===== config.mk =====
export PLATFORM = sky130hd
export DESIGN_NAME = seq_ripple_adder
export DESIGN_NICKNAME = d
export VERILOG_FILES = /design/src/rtl/seq_ripple_adder.sv
export SDC_FILE = /design/constraint.sdc
export NUM_CORES = 1
export LEC_CHECK = 0
export ABC_AREA = 1
export BUFFER_PORTS_ARGS = -buffer_cell sky130_fd_sc_hd__buf_2
export CAP_MARGIN = 20
export CORE_AREA = 10 10 103 68
export CTS_BUF_LIST = sky130_fd_sc_hd__clkbuf_16
export CTS_CLUSTER_DIAMETER = 80
export CTS_CLUSTER_SIZE = 24
export DETAILED_ROUTE_END_ITERATION = 8
export DIE_AREA = 0 0 113 78
export PLACE_DENSITY = 0.84
export SETUP_SLACK_MARGIN = 0.4
export SLEW_MARGIN = 20
export SYNTH_ARGS = -nofsm -noshare
export SYNTH_HDL_FRONTEND = slang
export SYNTH_SLANG_ARGS = --single-unit

===== constraint.sdc =====
create_clock -name clk -period 2.9 [get_ports clk]
set_input_delay 0.435 -clock clk [delete_from_list [all_inputs] [get_ports clk]]
set_output_delay 0.435 -clock clk [all_outputs]
set_load 0.02 [all_outputs]

===== src/rtl/seq_ripple_adder.sv =====
// seq_ripple_adder: chunked multi-cycle add/sub with registered inter-chunk carry and valid/ready handshakes
module seq_ripple_adder #(
   parameter int WIDTH = 16,
   parameter int CHUNK = 4
) (
   input  logic             clk,
   input  logic             rst,
   input  logic             in_valid,
   output logic             in_ready,
   input  logic [WIDTH-1:0] a,
   input  logic [WIDTH-1:0] b,
   input  logic             cin,
   input  logic             sub,
   output logic             out_valid,
   input  logic             out_ready,
   output logic [WIDTH-1:0] sum,
   output logic             cout,
   output logic             ovf,
   output logic             busy
);
   localparam int NCHUNK = WIDTH / CHUNK;
   localparam int IW = NCHUNK > 1 ? $clog2(NCHUNK) : 1;
   typedef enum logic [1:0] {IDLE, RUN, DONE} state_t;
   state_t r_state, w_next;
   logic [IW-1:0] r_idx;
   logic r_carry, r_cout, r_ovf;
   logic [WIDTH-1:0] r_a, r_b, r_sum;
   logic [CHUNK-1:0] w_ak, w_bk;
   logic [CHUNK:0] w_full;
   logic w_cmsb, w_last;
   assign w_ak = r_a[int'(r_idx)*CHUNK +: CHUNK];
   assign w_bk = r_b[int'(r_idx)*CHUNK +: CHUNK];
   assign w_full = {1'b0, w_ak} + {1'b0, w_bk} + {{CHUNK{1'b0}}, r_carry};
   // carry into the chunk MSB recovered from the MSB sum bit; equals r_carry when CHUNK=1
   assign w_cmsb = w_full[CHUNK-1] ^ w_ak[CHUNK-1] ^ w_bk[CHUNK-1];
   assign w_last = r_idx == IW'(NCHUNK - 1);
   always_comb begin
      w_next = r_state;
      if (r_state == IDLE && in_valid) w_next = RUN;
      else if (r_state == RUN && w_last) w_next = DONE;
      else if (r_state == DONE && out_ready) w_next = IDLE;
   end
   always_ff @(posedge clk) begin
      if (rst) r_state <= IDLE;
      else r_state <= w_next;
   end
   always_ff @(posedge clk) begin
      if (rst) begin
         r_idx <= '0;
         r_carry <= 1'b0;
         r_sum <= '0;
         r_cout <= 1'b0;
         r_ovf <= 1'b0;
      end else if (r_state == IDLE && in_valid) begin
         r_a <= a;
         r_b <= sub ? ~b : b;
         r_carry <= sub | cin;
         r_idx <= '0;
         r_sum <= '0;
      end else if (r_state == RUN) begin
         r_sum[int'(r_idx)*CHUNK +: CHUNK] <= w_full[CHUNK-1:0];
         r_carry <= w_full[CHUNK];
         r_idx <= r_idx + IW'(1);
         if (w_last) begin
            r_cout <= w_full[CHUNK];
            r_ovf <= w_full[CHUNK] ^ w_cmsb;
         end
      end
   end
   assign in_ready = r_state == IDLE;
   assign out_valid = r_state == DONE;
   assign busy = r_state == RUN || r_state == DONE;
   assign sum = r_sum;
   assign cout = r_cout;
   assign ovf = r_ovf;
endmodule


After elaboration in Yosys (flattened, before gate mapping):

Cells that the tools add are included.

* input bits: 38
* register bits after elaboration: 55
* output and inout port bits: 21
* word-level logic and storage cells: 45

* shifts and indexed selects: 4
* multiplexer cells: 7
* bitwise operators: 7
* add/sub/neg operators: 4
* reductions and logical operators: 11
* equal/unequal tests: 3

Operator list (number)
* 4-bit negator with 33-bit output: 1
* 4-bit by 33-bit variable shift with 16-bit output (first input constant): 1
* 4-bit by 33-bit indexed part select with 16-bit output: 1
* 16-bit by 5-bit indexed part select with 4-bit output: 2
* 16-bit bitwise mux: 1
* 16-bit 2-to-1 mux: 1
* 16-bit inverter: 1
* 4-bit by 4-bit adder with 5-bit output: 1
* 5-bit by 1-bit adder with 5-bit output: 1
* 2-bit equality test (second input constant): 2
* 2-bit 2-to-1 mux: 2
* 2-bit nonzero test: 2
* 1-bit logical AND: 3
* 1-bit 2-to-1 mux: 3
* 3-bit AND reduction: 1
* 3-bit nonzero test: 1
* 1-bit XOR: 3
* 2-bit by 1-bit adder with 2-bit output (second input constant): 1
* 2-bit by 1-bit equality test with 1-bit output (second input constant): 1
* 2-bit logical NOT: 1
* 1-bit inverter: 2
* 2-bit AND reduction: 1
* 2-bit OR reduction: 1
* 1-bit logical OR: 1
* 1-bit OR: 1

Depth between registers and ports, before layout:

Gate-level depths: netlist (run 1).

* depth after elaboration: 6
* gate-level depth with buffers: 15
* gate-level depth less buffers: 15

Worst setup path after synthesis (run 1):

Ideal clock, no wire load.

* path type: reg-to-reg
* from: register r_state[0]
* to: register r_carry
* cell stages (with the launch flop): 7
* data required time: 2.813 ns
* arrival time: 2.541 ns
* path slack: 0.272 ns
* buffers on the path: 0
* period minus slack after synthesis: 2.628 ns
* library setup time: 0.087 ns
* cell sequence: dfxtp_1 > inv_1 > ha_1 > nand2_1 > nor2_1 > o21ai_0 > o31ai_1

* word-level cells in the longest chain between the ends: 3
* elaborated cells between the ends (all ways): 5
* classes of those cells: 1 x eq/ne; 1 x mux; 3 x reduce/logical

RTL lines
* from (decl): RTL line 24 `state_t r_state, w_next;`
* from (signal assigned): RTL line 45 `else r_state <= w_next;`
* 2-bit logical NOT *
* named net in_ready: RTL line 9 `output logic in_ready,`
* 1-bit logical AND *: RTL line 54 `end else if (r_state == IDLE && in_valid) begin`
* 1-bit 2-to-1 mux / 2-bit nonzero test (equally long branches)
* to (signal assigned): RTL line 57 `r_carry <= sub | cin;`
* to (signal assigned): RTL line 62 `r_carry <= w_full[CHUNK];`
* to (decl): RTL line 26 `logic r_carry, r_cout, r_ovf;`

The timed path passes the listed nets; every way through them passes the cells marked *.
A chain may end at the register's enable or synchronous reset.

Worst setup path after layout (run 1):

* from: register r_idx[0]
* to: register r_ovf, in the netlist ovf

* word-level cells in the longest chain between the ends: 6
* elaborated cells between the ends (all ways): 9
* classes of those cells: 2 x add/sub; 1 x eq/ne; 2 x shift; 3 x bitwise; 1 x reduce/logical

RTL lines
* from (decl): RTL line 25 `logic [IW-1:0] r_idx;`
* from (signal assigned): RTL line 63 `r_idx <= r_idx + IW'(1);`
* 16-bit by 5-bit indexed part select with 4-bit output, on equally long branches: RTL line 31, 32
* 4-bit by 4-bit adder with 5-bit output: RTL line 33 `assign w_full = {1'b0, w_ak} + {1'b0, w_bk} + {{CHUNK{1'b0}}, r_carry};`
* 5-bit by 1-bit adder with 5-bit output: RTL line 33
* 1-bit XOR (2 in a row): RTL line 35 `assign w_cmsb = w_full[CHUNK-1] ^ w_ak[CHUNK-1] ^ w_bk[CHUNK-1];`
* 1-bit XOR: RTL line 66 `r_ovf <= w_full[CHUNK] ^ w_cmsb;`
* to (signal assigned): RTL line 66
* to (decl): RTL line 26

Parallel ways exist; a longest one is shown, timed or not.

==> summary.md, run 1 <==
| Metric | Value |
|---|---|
| Net Count, Synth | 331 |
| Clk sinks | 55 |
| RSZ-0062 raised after global routing | false |
| Row Count | 21 |
| ANT nets after route | 0 |
| Multi-input logic area | 0.00115 sq mm |
| Synth unique cells | 29 |
| Port bufs | 58 |
| Final instance area | 0.00323 sq mm |
| Clock skew | 0.00451 ns |
| Max-slew headroom | 51.2% |
| Total Nets Final | 392 |
| Core ar. | 0.00528 sq mm |
| Reg2reg start | r_idx[0]$_SDFFE_PP0P_ |
| Worst VDD drop | 0.279 mV |
| Post-DP HPWL | 4390 microns |
| Antenna violations before repair | 0 |
| FF+latch area | 0.00142 sq mm |
| Total CTS buffers | 5 |
| Largest net degree at the start of global routing | 34 |
| Final-report setup violation count | 0 |
| Synth top area share | 35.6% |
| Synth area leader | edfxtp_1 |
| Minimum clock period | 2.38 ns |
| Clock Latency Late Sink | 0.29 ns |
| Fill cells | 447 |
| Hold Vio Cnt, Final | 0 |
| Drt wl/cell | 14.3 microns |
| DR vias/cell | 5.11 |
| Max Cap Viol | 0 |
| Kind of critical path | flop to flop |
| Initial Utilization | 51.1% |
| YS warnings | 0 |
| Vias in the first global route | 2065 |
| Post-CTS Hold Buffers | 0 |
| CTS tree | yes |
| Hold depth | 1 |
| H-tree levels | 2 |
| Period utilization | 82.1% |
| DRT Pass-1 Iters | 6 |
| First-pass GRT wire length | 9650 microns |
| R2R Path End | ovf$_SDFFE_PP0P_ |
| Die area | 0.00881 sq mm |
| Most common cell after layout, fill and taps aside | nand2_1 |
| Die Ht | 78 microns |
| Setup WS pre-CTS | 0.410 ns |
| Cell count after synthesis | 280 |
| Setup WS post-layout | 0.520 ns |
| CP Launch Type | flop |
| Die Wd | 113 microns |
| Synth top area cells | edfxtp_1, dfxtp_1, nand2_1, xor2_1, ha_1 |
| Worst-path clk slew | 0.07 ns |
| R2R cell count | 13 |
| I/O pins | 59 |
| GRT Util Overall | 13.0% |
| Register area share after synthesis | 52.7% |
| Crit Path Max Fanout | 14 |
| Clk root buf | clkbuf_16 |
| Worst Hold Slack | 0.316 ns |
| Post-DP Area | 0.00306 sq mm |
| Setup TNS | 0 ns |
| Most frequent cells in the layout | nand2_1, buf_2, edfxtp_1 |
| Synth Register Bits | 55 |
| Lkg Pwr | 1.37 nW |
| DR vias | 2099 |
| Routed wire length | 5900 microns |
| Arr. time, crit path | 2.62 ns |
| P&R area growth vs syn | 19.9% |
| WP data required | 3.14 ns |
| Power Density | 590 mW/mm^2 |
| DRC violations left | 0 |
| Status | complete, no violations |
| Worst-Margin Slew | 0.730 ns |
| Fin. max-slew vios | 0 |
| Post-Synthesis Cell Area | 0.00270 sq mm |
| Worst Hold End | r_a[3]$_DFFE_PP_ |
| Total congestion overflow | 0 |
| R2r setup slk | 0.52 ns |
| Post-CTS Setup Inserts | 0 |
| Routability cong. | 0.926 |
| Worst hold start | a[3] |
| Layout cell share with drive strength beyond 1 | 27.5% |
| CP Capture Type | flop |
| FMAX | 420 MHz |
| Number of diodes | 0 |
| Average cell area after synthesis | 9.63 sq um |
| Starting DRC count in detailed routing | 135 |
| Min-Delay Path Class | input pin to flop |
| Clk buf depth | 2 |
==> Yosys cell counts <==
cell / instances
a21oi_1: 11
a21oi_2: 5
a22oi_1: 4
a32oi_1: 1
buf_2: 6
buf_4: 2
buf_6: 2
clkbuf_1: 1
clkinv_1: 1
dfxtp_1: 23
edfxtp_1: 32
fa_1: 2
ha_1: 11
inv_1: 16
nand2_1: 64
nand2_2: 5
nand2_4: 1
nand3_1: 19
nand3_2: 1
nand3_4: 1
nand4_1: 1
nor2_1: 28
nor2_2: 2
nor2b_1: 1
nor4_4: 1
o21ai_0: 15
o22ai_1: 6
o31ai_1: 1
xor2_1: 17
==> what timing repair did <==
action,4_1_cts,5_1_grt
gates resized for setup,1,6
hold endpoints to repair,0,0
endpoints found under the setup margin,3,8
==> state kept, by name, summed over array words and instances, names as in the netlist <==
| signal | flops |
|---|---|
| r_state | 2 |
| r_idx | 2 |
| r_b | 16 |
| r_carry | 1 |
| sum | 16 |
| ovf | 1 |
| r_a | 16 |
| cout | 1 |
==> worst max-delay path by stage <==
stage                     startpoint                   end  slack (ns)  cells after the start
2_1_floorplan  r_idx[0]$_SDFFE_PP0P_      ovf$_SDFFE_PP0P_        0.41                     15
3_3_place_gp   r_idx[0]$_SDFFE_PP0P_  sum[14]$_SDFFE_PP0P_        0.55                     10
3_5_place_dp   r_idx[0]$_SDFFE_PP0P_  sum[14]$_SDFFE_PP0P_        0.41                     10
4_1_cts        r_idx[0]$_SDFFE_PP0P_  sum[14]$_SDFFE_PP0P_        0.43                     10
5_1_grt        r_idx[0]$_SDFFE_PP0P_      ovf$_SDFFE_PP0P_        0.40                     13
6_report       r_idx[0]$_SDFFE_PP0P_      ovf$_SDFFE_PP0P_        0.52                     13
==> metrics by stage <==
stage	total power, mW	utilization (%)	instances
floorplan	1.15	-	280
global placement	1.22	57.9	403
detailed placement	1.24	57.9	403
CTS	1.91	61.1	411
global route	1.99	61.2	411
finish	1.91	61.2	411
==> layer usage <==
layer / part of all wire [%] / vias up / global-route usage, % / wire, microns
li1: - / 1065 / - / -
met1: 46 / 961 / 17.5 / 2720
met2: 46 / 66 / 20.1 / 2700
met3: 7.4 / 7 / 4.22 / 436
met4: 0.66 / 0 / 2.65 / 39
met5: 0 / - / 0 / 0
==> cell families after synthesis <==
| group | share of synthesized area, % |
|---|---|
| and+or+nand+nor | 20.6 |
| DFF | 52.7 |
| AOI/OAI and AO/OA | 9.55 |
| buffers and inverters | 5.01 |
| xor gates and xnor gates | 5.52 |
| adders and majority gates | 6.59 |
==> area by class of cell <==
class,instances,area share (%)
sequential,55,44.0
tap,69,2.67
clock inverter,3,1.32
timing repair buffer,65,10.6
clock buffer,5,3.87
multi-input combinational,197,35.6
inverter,17,1.97
==> critical path, stage by stage (launching register included) <==
cell and delay (ns):
dfxtp_2 0.35, buf_4 0.19, o21ai_1 0.17, o22ai_1 0.11, fa_2 0.38, fa_2 0.37, nand3_1 0.12, nor2b_2 0.22
nand3_1 0.11, nand2_1 0.08, nand2_1 0.05, nand3_1 0.06, nand2_1 0.06, inv_1 0.05
==> power by group <==
| group | switching (mW) | internal [mW] | total, mW |
|---|---|---|---|
| logic | 0.227 | 0.130 | 0.357 |
| registers | 0.0147 | 0.866 | 0.881 |
| clock network | 0.264 | 0.408 | 0.672 |
Power figures use the tool's default switching activity.
==> inputs of run 2 (changes only) <==
==> constraint.sdc (replaced) <==
create_clock -name clk -period 2.2 [get_ports clk]
set_input_delay 0.33 -clock clk [delete_from_list [all_inputs] [get_ports clk]]
set_output_delay 0.33 -clock clk [all_outputs]
set_load 0.02 [all_outputs]
==> summary.md, run 2 (same netlist as run 1, synthesis figures left out) <==
| Metric | Value |
|---|---|
| Vias in the first global route | 2197 (was 2065) |
| WP buf/inv | 4 (was 2) |
| CP Launch Type | flop (unchanged) |
| Largest stage delay, worst path | 0.44 ns (was 0.38 ns) |
| Most common cell after layout, fill and taps aside | nand2_1 (unchanged) |
| P&R area growth vs syn | 32.1% (was 19.9%) |
| Most frequent CP cell | nand2_1 |
| Row Count | 21 (unchanged) |
| Die Ht | 78 microns (unchanged) |
| Kind of critical path | flop to flop (unchanged) |
| Setup WS pre-CTS | -0.0638 ns (was 0.410 ns) |
| Clock skew | 0.00889 ns (was 0.00451 ns) |
| Most frequent cells in the layout | nand2_1, buf_2, edfxtp_1 (unchanged) |
| Number of diodes | 0 (unchanged) |
| Period utilization | 102% (was 82.1%) |
| Post-DP Area | 0.00315 sq mm (was 0.00306 sq mm) |
| GRT Util Overall | 14.0% (was 13.0%) |
| Clk root buf | clkbuf_16 (unchanged) |
| Die area | 0.00881 sq mm (unchanged) |
| Layout cell share with drive strength beyond 1 | 40.2% (was 27.5%) |
| DRT Pass-1 Iters | 4 (was 6) |
| Final-report setup violation count | 1 (was 0) |
| Max-slew headroom | 69.4% (was 51.2%) |
| CTS tree | yes (unchanged) |
| Clock Latency Late Sink | 0.30 ns (was 0.29 ns) |
| Drt wl/cell | 15.5 microns (was 14.3 microns) |
| Crit-path leading delay family | simple AND/OR/NAND/NOR gates (was adder cells) |
| H-tree levels | 2 (unchanged) |
| Routability cong. | 0.897 (was 0.926) |
| Starting DRC count in detailed routing | 113 (was 135) |
| Final core utilization | 67.5% (was 61.2%) |
| Largest net degree at the start of global routing | 21 (was 34) |
| Minimum clock period | 2.24 ns (was 2.38 ns) |
| Pint | 1.84 mW (was 1.40 mW) |
| Core ar. | 0.00528 sq mm (unchanged) |
| Seq pwr share | 44.4% (was 46.1%) |
| DRC violations left | 0 (unchanged) |
| Clk buf depth | 2 (unchanged) |
| Crit Path Max Fanout | 8 (was 14) |
| WP data required | 2.44 ns (was 3.14 ns) |
| ANT nets after route | 0 (unchanged) |
| DR vias/cell | 5.03 (was 5.11) |
| DR vias | 2147 (was 2099) |
| Hold Vio Cnt, Final | 0 (unchanged) |
| Arr. time, crit path | 2.49 ns (was 2.62 ns) |
| Sw frac | 29.4% (was 26.5%) |
| Die Wd | 113 microns (unchanged) |
| CP Cell Sequence | buf_4 -> buf_12 -> buf_4 -> nor2_4 -> o22ai_4 -> fa_2 -> nand3_2 -> nor2b_4 -> nand3_1 -> nand2_1 -> nand2_1 -> nand3_1 -> nand2_1 -> inv_1 (was buf_4 -> o21ai_1 -> o22ai_1 -> fa_2 -> fa_2 -> nand3_1 -> nor2b_2 -> nand3_1 -> nand2_1 -> nand2_1 -> nand3_1 -> nand2_1 -> inv_1) |
| CP max-delay cell | fa_2 (unchanged) |
| Total Nets Final | 408 (was 392) |
| FMAX | 446 MHz (was 420 MHz) |
| Violated checks | setup timing |
| Placed Cells | 407 (was 403) |
| Max Cap Viol | 0 (unchanged) |
| I/O pins | 59 (unchanged) |
| Antenna violations before repair | 0 (unchanged) |
| Total congestion overflow | 0 (unchanged) |
| First-pass GRT wire length | 10300 microns (was 9650 microns) |
| Initial Utilization | 51.1% (unchanged) |
| Final instance area | 0.00356 sq mm (was 0.00323 sq mm) |
| Lkg Pwr | 1.49 nW (was 1.37 nW) |
| Cell Count, Final, Fillers Out | 427 (was 411) |
| Port bufs | 58 (unchanged) |
| Clk sinks | 55 (unchanged) |
| Post-CTS Hold Buffers | 0 (unchanged) |
| Power Density | 734 mW/mm^2 (was 590 mW/mm^2) |
| Post-DP HPWL | 4410 microns (was 4390 microns) |
| CP Capture Type | flop (unchanged) |
| Worst-path clk slew | 0.08 ns (was 0.07 ns) |
| Worst-Margin Slew | 0.458 ns (was 0.730 ns) |
| Total CTS buffers | 5 (unchanged) |
| Clk pwr share | 31.2% (was 35.2%) |
| Combinational Power Share | 24.4% (was 18.7%) |
| Status | finished with violations (was complete, no violations) |
| Routed wire length | 6610 microns (was 5900 microns) |
| Switching power total | 0.770 mW (was 0.506 mW) |
| Min-Delay Path Class | input pin to flop (unchanged) |
| RSZ-0062 raised after global routing | true (was false) |
| Worst VDD drop | 0.389 mV (was 0.279 mV) |
| Fin. max-slew vios | 0 (unchanged) |
| Setup WS post-layout | -0.0422 ns (was 0.520 ns) |
## run 2: cell types whose count changed in the layout (fill, tap and decap cells not counted), moves of 4 or more
cell | previous run | this run
buf_4 | 7 | 19
nor2_1 | 27 | 20
o21ai_0 | 12 | 5
ha_1 | 11 | 6
nor2_2 | 3 | 8
ha_4 | 0 | 4
nand3_1 | 19 | 15
nand3_2 | 1 | 5
o21ai_2 | 0 | 4
o22ai_1 | 6 | 2
## run 2: metal layers
metal / up-vias / GRT usage, % / routed length (microns)
li1: 1096 / - / -
met4: 0 / 3.03 / 89
met5: - / 0 / 0
met3: 9 / 4.99 / 595
met2: 87 / 22.5 / 3070
met1: 955 / 17.8 / 2850
## run 2: cell type report
cell class	count	area (sq um)
fillers	424	1720
flip-flops and latches	55	1430
multi-input cells	197	1330
repair buffers	81	495
clock buffers	5	125
well taps	69	86.3
inverters	17	72.6
clock inverters	3	28.8
## run 2: repair_timing
action | 4_1_cts | 5_1_grt
setup buffers | 7 | 5
resized for setup | 28 | 21
pin swaps | 9 | 11
setup endpoints to repair | 17 | 19
endpoints found under the hold margin | 0 | 0
## run 2: metrics by stage
stage | hold WS (ns) | setup TNS [ns] | power [mW]
global placement | 0.451 | 0 | 1.67
detailed placement | 0.460 | -0.0911 | 1.69
CTS | 0.203 | -0.000662 | 2.55
floorplan | 0.429 | -0.286 | 1.54
finish | 0.199 | -0.0422 | 2.61
global route | 0.205 | -0.361 | 2.70
## run 2: path summary, 6_finish.rpt
check	from	to	slack, ns	depth (start not counted)
worst min-delay path	a[14]	r_a[14]$_DFFE_PP_	0.20	1
worst min register to register	sum[8]$_SDFFE_PP0P_	sum[8]$_SDFFE_PP0P_	0.47	2
worst max-delay path	r_idx[0]$_SDFFE_PP0P_	ovf$_SDFFE_PP0P_	-0.04	14
worst max register to register	r_idx[0]$_SDFFE_PP0P_	ovf$_SDFFE_PP0P_	-0.04	14
## run 2: power groups by stage
stage / clock, mW / sequential [mW] / combinational, mW
4_1_cts: 0.825 / 1.16 / 0.567
3_3_place_gp: 0 / 1.18 / 0.487
5_1_grt: 0.849 / 1.17 / 0.689
6_report: 0.816 / 1.16 / 0.637
3_5_place_dp: 0 / 1.18 / 0.504
2_1_floorplan: 0 / 1.18 / 0.358
